$ cat src/rtl/urv_dmem_bridge_pkg.sv
// Shared definitions for the uRV data-memory bridge: FSM states and
// Wishbone constants.
package urv_dmem_bridge_pkg;

  typedef enum logic [1:0] {
    ST_IDLE = 2'd0,
    ST_REQ  = 2'd1,
    ST_WAIT = 2'd2
  } dmem_state_e;

  localparam logic [3:0] WB_SEL_ALL = 4'hF;

endpackage

$ cat src/rtl/urv_dmem_bridge_timeout.sv
// Bus-cycle watchdog for the data-memory bridge: loadable down-counter that
// flags expiry on the g_timeout-th enabled cycle after a clear.
module urv_dmem_timeout #(
  parameter int unsigned g_timeout = 255
) (
  input  logic clk_i,
  input  logic rst_n_i,
  input  logic clear_i,
  input  logic enable_i,
  output logic expired_o
);

  if (g_timeout == 0) begin : g_off
    logic unused_ok;
    assign unused_ok = ^{clk_i, rst_n_i, clear_i, enable_i};
    assign expired_o = 1'b0;
  end else begin : g_on
    localparam int unsigned W = $clog2(g_timeout + 1);

    logic [W-1:0] cnt_q, cnt_d;

    always_comb begin
      cnt_d = cnt_q;
      if (clear_i) begin
        cnt_d = W'(g_timeout);
      end else if (enable_i && (cnt_q != '0)) begin
        cnt_d = cnt_q - 1'b1;
      end
    end

    always_ff @(posedge clk_i or negedge rst_n_i) begin
      if (!rst_n_i) begin
        cnt_q <= '0;
      end else begin
        cnt_q <= cnt_d;
      end
    end

    // Loaded with g_timeout on the first busy cycle, so the last allowed cycle sees 1.
    assign expired_o = enable_i && (cnt_q == W'(1));
  end

endmodule

$ cat src/rtl/urv_dmem_bridge.sv
// uRV data-memory responder: one load/store per request, run as a single
// pipelined Wishbone cycle with registered done/error strobes.
module urv_dmem_bridge #(
  parameter int unsigned g_timeout  = 255,
  parameter logic [31:0] g_err_data = '0
) (
  input  logic        clk_i,
  input  logic        rst_n_i,
  input  logic [31:0] dm_addr_i,
  input  logic [31:0] dm_data_s_i,
  input  logic [3:0]  dm_data_select_i,
  input  logic        dm_load_i,
  input  logic        dm_store_i,
  output logic        dm_ready_o,
  output logic [31:0] dm_data_l_o,
  output logic        dm_load_done_o,
  output logic        dm_store_done_o,
  output logic        dm_error_o,
  output logic [31:0] dm_error_addr_o,
  output logic        wb_cyc_o,
  output logic        wb_stb_o,
  output logic        wb_we_o,
  output logic [31:0] wb_adr_o,
  output logic [3:0]  wb_sel_o,
  output logic [31:0] wb_dat_o,
  input  logic [31:0] wb_dat_i,
  input  logic        wb_ack_i,
  input  logic        wb_err_i,
  input  logic        wb_stall_i
);
  import urv_dmem_bridge_pkg::*;

  dmem_state_e state_q, state_d;
  logic        cyc_q, cyc_d, stb_q, stb_d, we_q, we_d;
  logic [31:0] addr_q, addr_d, dat_q, dat_d;
  logic [31:0] data_l_q, data_l_d, err_addr_q, err_addr_d;
  logic [3:0]  sel_q, sel_d;
  logic        load_done_q, load_done_d, store_done_q, store_done_d;
  logic        error_q, error_d;
  logic        tmo_clear, tmo_en, tmo_expired;
  logic        term, failed;

  urv_dmem_timeout #(.g_timeout(g_timeout)) u_timeout (
    .clk_i     (clk_i),
    .rst_n_i   (rst_n_i),
    .clear_i   (tmo_clear),
    .enable_i  (tmo_en),
    .expired_o (tmo_expired)
  );

  always_comb begin
    state_d      = state_q;
    cyc_d        = cyc_q;
    stb_d        = stb_q;
    we_d         = we_q;
    addr_d       = addr_q;
    dat_d        = dat_q;
    sel_d        = sel_q;
    data_l_d     = data_l_q;
    err_addr_d   = err_addr_q;
    load_done_d  = 1'b0;
    store_done_d = 1'b0;
    error_d      = 1'b0;
    tmo_clear    = 1'b0;
    tmo_en       = 1'b0;
    term         = 1'b0;
    failed       = 1'b0;

    unique case (state_q)
      ST_IDLE: begin
        if (dm_load_i || dm_store_i) begin
          state_d   = ST_REQ;
          cyc_d     = 1'b1;
          stb_d     = 1'b1;
          we_d      = dm_store_i;
          addr_d    = dm_addr_i;
          dat_d     = dm_data_s_i;
          sel_d     = dm_store_i ? dm_data_select_i : WB_SEL_ALL;
          tmo_clear = 1'b1;
        end
      end
      ST_REQ: begin
        tmo_en = 1'b1;
        if (!wb_stall_i) begin
          stb_d = 1'b0;
          // A terminate in the acceptance cycle completes the access directly.
          if (wb_ack_i || wb_err_i) begin
            term   = 1'b1;
            failed = wb_err_i;
          end else begin
            state_d = ST_WAIT;
          end
        end
        if (!term && tmo_expired) begin
          term   = 1'b1;
          failed = 1'b1;
        end
      end
      ST_WAIT: begin
        tmo_en = 1'b1;
        if (wb_ack_i || wb_err_i) begin
          term   = 1'b1;
          failed = wb_err_i;
        end else if (tmo_expired) begin
          term   = 1'b1;
          failed = 1'b1;
        end
      end
      default: state_d = ST_IDLE;
    endcase

    if (term) begin
      state_d = ST_IDLE;
      cyc_d   = 1'b0;
      stb_d   = 1'b0;
      error_d = failed;
      if (we_q) begin
        store_done_d = 1'b1;
      end else begin
        load_done_d = 1'b1;
        data_l_d    = failed ? g_err_data : wb_dat_i;
      end
      if (failed) begin
        err_addr_d = addr_q;
      end
    end
  end

  always_ff @(posedge clk_i or negedge rst_n_i) begin
    if (!rst_n_i) begin
      state_q      <= ST_IDLE;
      cyc_q        <= 1'b0;
      stb_q        <= 1'b0;
      we_q         <= 1'b0;
      addr_q       <= '0;
      dat_q        <= '0;
      sel_q        <= '0;
      data_l_q     <= '0;
      err_addr_q   <= '0;
      load_done_q  <= 1'b0;
      store_done_q <= 1'b0;
      error_q      <= 1'b0;
    end else begin
      state_q      <= state_d;
      cyc_q        <= cyc_d;
      stb_q        <= stb_d;
      we_q         <= we_d;
      addr_q       <= addr_d;
      dat_q        <= dat_d;
      sel_q        <= sel_d;
      data_l_q     <= data_l_d;
      err_addr_q   <= err_addr_d;
      load_done_q  <= load_done_d;
      store_done_q <= store_done_d;
      error_q      <= error_d;
    end
  end

  assign dm_ready_o      = (state_q == ST_IDLE);
  assign dm_data_l_o     = data_l_q;
  assign dm_load_done_o  = load_done_q;
  assign dm_store_done_o = store_done_q;
  assign dm_error_o      = error_q;
  assign dm_error_addr_o = err_addr_q;
  assign wb_cyc_o        = cyc_q;
  assign wb_stb_o        = stb_q;
  assign wb_we_o         = we_q;
  assign wb_adr_o        = {addr_q[31:2], 2'b00};
  assign wb_sel_o        = sel_q;
  assign wb_dat_o        = dat_q;

endmodule
$ cat config.mk
export PLATFORM = sky130hd
export DESIGN_NAME = urv_dmem_bridge
export DESIGN_NICKNAME = d
export VERILOG_FILES = /design/src/rtl/urv_dmem_bridge_pkg.sv /design/src/rtl/urv_dmem_bridge_timeout.sv /design/src/rtl/urv_dmem_bridge.sv
export SDC_FILE = /design/constraint.sdc
export NUM_CORES = 1
export LEC_CHECK = 0
export CORE_MARGIN = 3
export CORE_UTILIZATION = 39
export DETAILED_ROUTE_END_ITERATION = 10
export PLACE_DENSITY = 0.86
export SLEW_MARGIN = 10
export SYNTH_ARGS = -nofsm -noshare
export SYNTH_HDL_FRONTEND = slang
export SYNTH_SLANG_ARGS = --single-unit
$ cat constraint.sdc
create_clock -name clk_i -period 2 [get_ports clk_i]
set_input_delay 0.5 -clock clk_i [delete_from_list [all_inputs] [get_ports clk_i]]
set_output_delay 0.5 -clock clk_i [all_outputs]
set_load 0.02 [all_outputs]
---- Yosys cells after proc, flatten, opt, wreduce, memory -nomap -nowiden ----
Cells that the tools add are included.
Widths: inputs -> output; s select.
word-level totals
  bits in registers ....................... 148
  input port bits ......................... 107
  output and inout bits ................... 139
  logic and storage cells ................. 76
cells by class
  $add $sub $neg .......................... 1
  equality and inequality tests ........... 7
  mux-type cells .......................... 35
  bitwise operators ....................... 1
  reductions and logical operators ........ 19
operators with widths
  kind                 number
  $mux 32              1
  $mux 1               23
  $mux 8               2
  $eq 8x1->1 const B   1
  $mux 2               4
  $reduce_and 2->1     4
  $reduce_bool 8->1    1
  $sub 8x1->8 const B  1
  $ne 3x3->1 const B   2
  $pmux 1 s2           3
  $pmux 2 s3           1
  $reduce_bool 2->1    3
  $mux 4               1
  $reduce_and 4->1     1
  $logic_and 1x1->1    3
  $ne 3x1->1 const B   1
  $reduce_and 3->1     1
  $reduce_bool 3->1    1
  $eq 2x1->1 const B   1
  $eq 2x2->1 const B   1
  $logic_not 2->1      1
  $logic_or 1x1->1     2
  $ne 2x2->1 const B   1
  $reduce_or 2->1      1
  2 further kinds      2

---- Depth between registers and ports, before layout ----
  word-level depth ........................ 10
  depth in mapped cells ................... 9
  depth with buffers taken out ............ 7

---- By module ----
Synthesis repeated with hierarchy kept, for this count alone.
unflattened totals
  cell total of the unflattened synthesis .. 629
  area total of the unflattened synthesis .. 6,398.6 um^2
modules (own cells, without submodules)
  module            times used  cells each  area an instance (um^2)  seq. area each (um^2)
  urv_dmem_bridge   1           580         5,888.1                  3,503.4
  urv_dmem_timeout  1           49          510.5                    200.2

---- Least setup slack after synthesis ----
OpenSTA, ideal clock, no wires.
  path type ............................... register -> register
  start point ............................. reg state_q[0]
  end point ............................... reg err_addr_q[10] (netlist: dm_error_addr_o[10])
  setup time .............................. 0.127 ns
  arrival ................................. 2.115 ns
  required time ........................... 1.873 ns
  path slack .............................. -0.243 ns
  stages on the path, launching flop included .. 9
  buffers on the path ..................... 1
  clock period less this slack ............ 2.243 ns
  cell sequence ........................... dfrtp_1 > inv_1 > ha_1 > nor3b_2 > nand3_1 > a31o_1 > a21oi_4 > buf_6 > mux2_1
between the ends
  longest elaborated chain between the ends .. 8
  elaborated cells between the ends (all ways) .. 14
  those cells by class .................... eq/ne (2); mux (8); reduce/logical (4)
ends and longest elaborated chain
  item                                         RTL line                                       RTL
  from (decl)                                  urv_dmem_bridge.sv:33                          dmem_state_e state_q, state_d;
  from (signal assigned)                       urv_dmem_bridge.sv:144                         state_q <= state_d;
  $eq 2x2->1 or $eq 2x1->1 (tied branches)     urv_dmem_bridge.sv:69                          unique case (state_q)
  $reduce_or 2->1 (no line)                    -
  $mux 1                                       urv_dmem_bridge.sv:69
  $logic_and 1x1->1                            urv_dmem_bridge_timeout.sv:40                  assign expired_o = enable_i && (cnt_q == W'(1));
  $mux 1 or $logic_and 1x1->1 (tied branches)  urv_dmem_bridge.sv:104, urv_dmem_bridge.sv:94
  $mux 1, on equally long branches             urv_dmem_bridge.sv:101, urv_dmem_bridge.sv:94
  $pmux 1 s2                                   urv_dmem_bridge.sv:69
  $reduce_and 2->1 (no line) (*)               -
  to (signal assigned)                         urv_dmem_bridge.sv:152                         err_addr_q <= err_addr_d;
  to (decl)                                    urv_dmem_bridge.sv:36                          logic [31:0] data_l_q, data_l_d, err_addr_q, err_addr_d;
Mark *: on every way between the ends. The rest lies on a longest branch, timed or not.
A chain may end at the register's enable or synchronous reset.

---- Final worst setup path ----
  start point ............................. reg state_q[1]
  end point ............................... reg data_l_q[19] (netlist: dm_data_l_o[19])
between the ends
  longest elaborated chain between the ends .. 8
  elaborated cells between the ends (all ways) .. 15
  those cells by class .................... eq/ne (2); mux (9); reduce/logical (4)
ends and longest elaborated chain
  item                                         RTL line                                       RTL
  $eq 2x2->1 or $eq 2x1->1 (tied branches)     urv_dmem_bridge.sv:69
  $reduce_or 2->1 (no line)                    -
  $mux 1                                       urv_dmem_bridge.sv:69
  $logic_and 1x1->1                            urv_dmem_bridge_timeout.sv:40
  $mux 1 or $logic_and 1x1->1 (tied branches)  urv_dmem_bridge.sv:104, urv_dmem_bridge.sv:94
  $mux 1, on equally long branches             urv_dmem_bridge.sv:101, urv_dmem_bridge.sv:94
  $pmux 1 s2                                   urv_dmem_bridge.sv:69
  $mux 32 or $reduce_and 2->1 (tied branches)  -
  to (signal assigned)                         urv_dmem_bridge.sv:151                         data_l_q <= data_l_d;
  to (decl)                                    urv_dmem_bridge.sv:36
Parallel ways exist; a longest one is shown, timed or not.

==> key figures <==
Status
  – Status: complete, but fails checks
  – Failing checks: negative setup slack

Flow run
  – # Max-Cap Violations: 0

Timing
  – Sum Neg Setup Slack: -7.15 ns
  – Final Hold Slack: 0.482 ns
  – Final period utilization: 109%
  – Fin Clk Skew: 0.00845 ns
  – RSZ-0062 raised after global routing: true
  – F_max: 460 MHz
  – Rel. slew slack: 56.8%
  – Setup violation total in the final timing report: 65
  – Worst setup slack after layout: -0.172 ns
  – Actual slew at the worst max-slew pin: 0.647 ns
  – Final hold violation count: 0
  – Final min period: 2.17 ns
  – Pins Over Slew Limit: 0

Route
  – Drt first-iter violations: 118
  – WL final: 16000 µm
  – Vias per inst: 4.88
  – DRC errors left: 0
  – Vias after detailed routing: 4524
  – Post-DRT Antenna Nets: 0
  – Pre-Repair DR Iteration Count: 4
  – Post-DR wirelength/cell: 17.3 µm

Logic synthesis
  – Synth Warn #: 0
  – Synth Instances: 452
  – Post-Syn Area: 0.00622 mm²
  – Main synth FF type: dfrtp_1
  – Seq/Total Area, Yosys: 59.5%
  – Post-synth EDFFs: 0
  – Flops & latches, synth: 148
  – Average cell area after synthesis: 13.8 µm²
  – Post-synth cell types: 39
  – Async SR Flop Fraction: 100%

CTS
  – Clock latency on the worst-skew pair: 0.41 ns
  – Htree depth: 4
  – Clk root buf: clkbuf_16
  – TritonCTS Buffers: 17
  – # clock sinks: 148
  – Bufs on Longest Clock Path: 2
  – CTS tree: built
  – Clock transition at path regs: 0.06 ns

Global routing
  – First-pass GRT wire length: 26400 µm
  – GRT overflow: 0
  – Largest net degree at the start of global routing: 54
  – Vias in the first global route: 5090
  – Initial antenna violation count: 0
  – Tot GR Track Use: 18.7%

Die
  – Die width: 132 µm
  – Cell Rows: 45
  – Die footprint: 0.0175 mm²
  – Initial Utilization: 40.3%
  – Core Footprint: 0.0154 mm²
  – Die H: 132 µm
  – Top Ports: 246

Power
  – PD cells: 1740 mW/mm²
  – Leak: 4.13 nW
  – Max rail drop VDD: 0.874 mV

Final layout
  – Most frequent cells in the layout: 239 x clkdlybuf4s50_1, 148 x dfrtp_1, 64 x mux2_2
  – Final net count: 819
  – Syn-to-layout area delta: 57.0%
  – Fin util: 63.3%
  – Commonest non-fill, non-tap cell in the layout: clkdlybuf4s50_1
  – Ant diodes: 0
  – Share of layout cells above drive strength 1: 25.0%

Worst setup path
  – Max incr delay on CP: 0.37 ns
  – R2R cell count: 11
  – Critical Path Start Type: flop
  – Setup CP Type: flop to flop
  – RR Startpoint: state_q[1]
  – Reg2Reg Setup Slack: -0.17 ns
  – R2r endpoint: dm_data_l_o[19]
  – Critical Path, Cell by Cell: inv_2 > ha_4 > nor3b_4 > nand3_2 > buf_6 > a211oi_4 > buf_6 > buf_12 > buf_16 > nor2b_1 > a31o_1
  – Number of buffers and inverters on the critical path: 5
  – Endpoint type of the worst setup path: flop
  – Most used cell along the critical path: buf_6
  – CP max-delay cell: dfrtp_1
  – Worst path required time: 2.29 ns
  – Arrival time of the worst setup path: 2.47 ns
  – Delay-heaviest family, CP: buffers and inverters
  – Critical path fanouts, max: 8

Hold path
  – Worst hold path class: flop to flop
  – Hold Crit Start: dm_error_addr_o[2]
  – WHS Path Cells: 1
  – Hold path endpoint: dm_error_addr_o[2]

Placed design
  – Post-DP HPWL: 11400 µm
  – IO buf count: 243
  – Placer congestion estimate: 0.781
[cell usage after synthesis (7+ instances only)]
cell / number / area, µm²
o21ai_0: 10 / 50.1
buf_4: 36 / 270
mux2_1: 32 / 360
ha_1: 8 / 100
clkbuf_1: 11 / 41.3
a31o_1: 7 / 61.3
inv_1: 8 / 30.0
dfrtp_1: 148 / 3700
nor2b_1: 38 / 238
a31o_2: 26 / 228
nand2_1: 17 / 63.8
mux2_2: 65 / 732
[per-stage QoR]
step	total power [mW]	cell area, µm²	instances	setup slack, ns
floorplan	9.97	6250	453	-0.106
global placement	13.3	8930	885	-0.221
detailed placement	13.7	8930	885	-0.294
CTS	17.2	9770	928	-0.170
global route	17.9	9770	927	-0.258
finish	17.0	9770	927	-0.172
[layer usage]
metal / track usage (%) / wire length [µm] / share of wire (%)
met1: 20.8 / 6180 / 39
met2: 33.2 / 8370 / 52
met3: 6.91 / 1190 / 7.4
met4: 6.18 / 310 / 1.9
met5: 0 / 0 / 0
[layout make-up]
type,instances,area [µm²]
repair buffers,285,2940
flip-flops and latches,148,3700
clock buffers,20,437
fillers,1165,5660
well taps,211,264
clock inverters,11,129
multi-input cells,244,2270
inverters,8,30.0
[state kept, by name (all words and copies together) (netlist names)]
signal                count
addr_q                   32
dm_data_l_o              32
dm_error_addr_o          32
dm_error_o                1
dm_load_done_o            1
dm_store_done_o           1
state_q                   2
u_timeout.g_on.cnt_q      8
wb_cyc_o                  1
wb_dat_o                 32
wb_sel_o                  4
wb_stb_o                  1
wb_we_o                   1
[worst max-delay path by stage]
stage	start	endpoint	depth (start not counted)
5_1_grt	state_q[1]	dm_error_addr_o[15]	8
3_5_place_dp	wb_stall_i	dm_data_l_o[0]	7
3_3_place_gp	wb_stall_i	dm_error_addr_o[30]	6
6_report	state_q[1]	dm_data_l_o[19]	11
4_1_cts	state_q[1]	dm_data_l_o[31]	11
2_1_floorplan	state_q[0]	dm_error_addr_o[10]	8
[kinds of logic (layout without fill, tap and decap cells)]
logic type      count (synthesis)  count (layout)  synth area share, %
flops                         148             148                 59.5
mux                            98              98                 17.7
simple gates                   70              70                 6.35
buf+inv                        61             324                 6.25
compound gates                 59              59                 7.52
fa+ha+maj                       8               8                 1.61
xor+xnor                        7               7                0.985
other cells                     1               2               0.0603
[where the power goes]
group / internal [mW] / switching (mW)
Combinational: 4.64 / 3.99
Clock: 1.84 / 1.21
Sequential: 4.44 / 0.864
[what timing repair did]
action | 4_1_cts | 5_1_grt
hold buffers | 1 | 0
endpoints found under the setup margin | 68 | 73
pin swaps | 5 | 11
endpoints found under the hold margin | 27 | 0
buffers inserted | 7 | 1
gates resized for setup | 26 | 14
gates cloned | 4 | 0
Note: power is estimated with default switching activity, not from simulation.
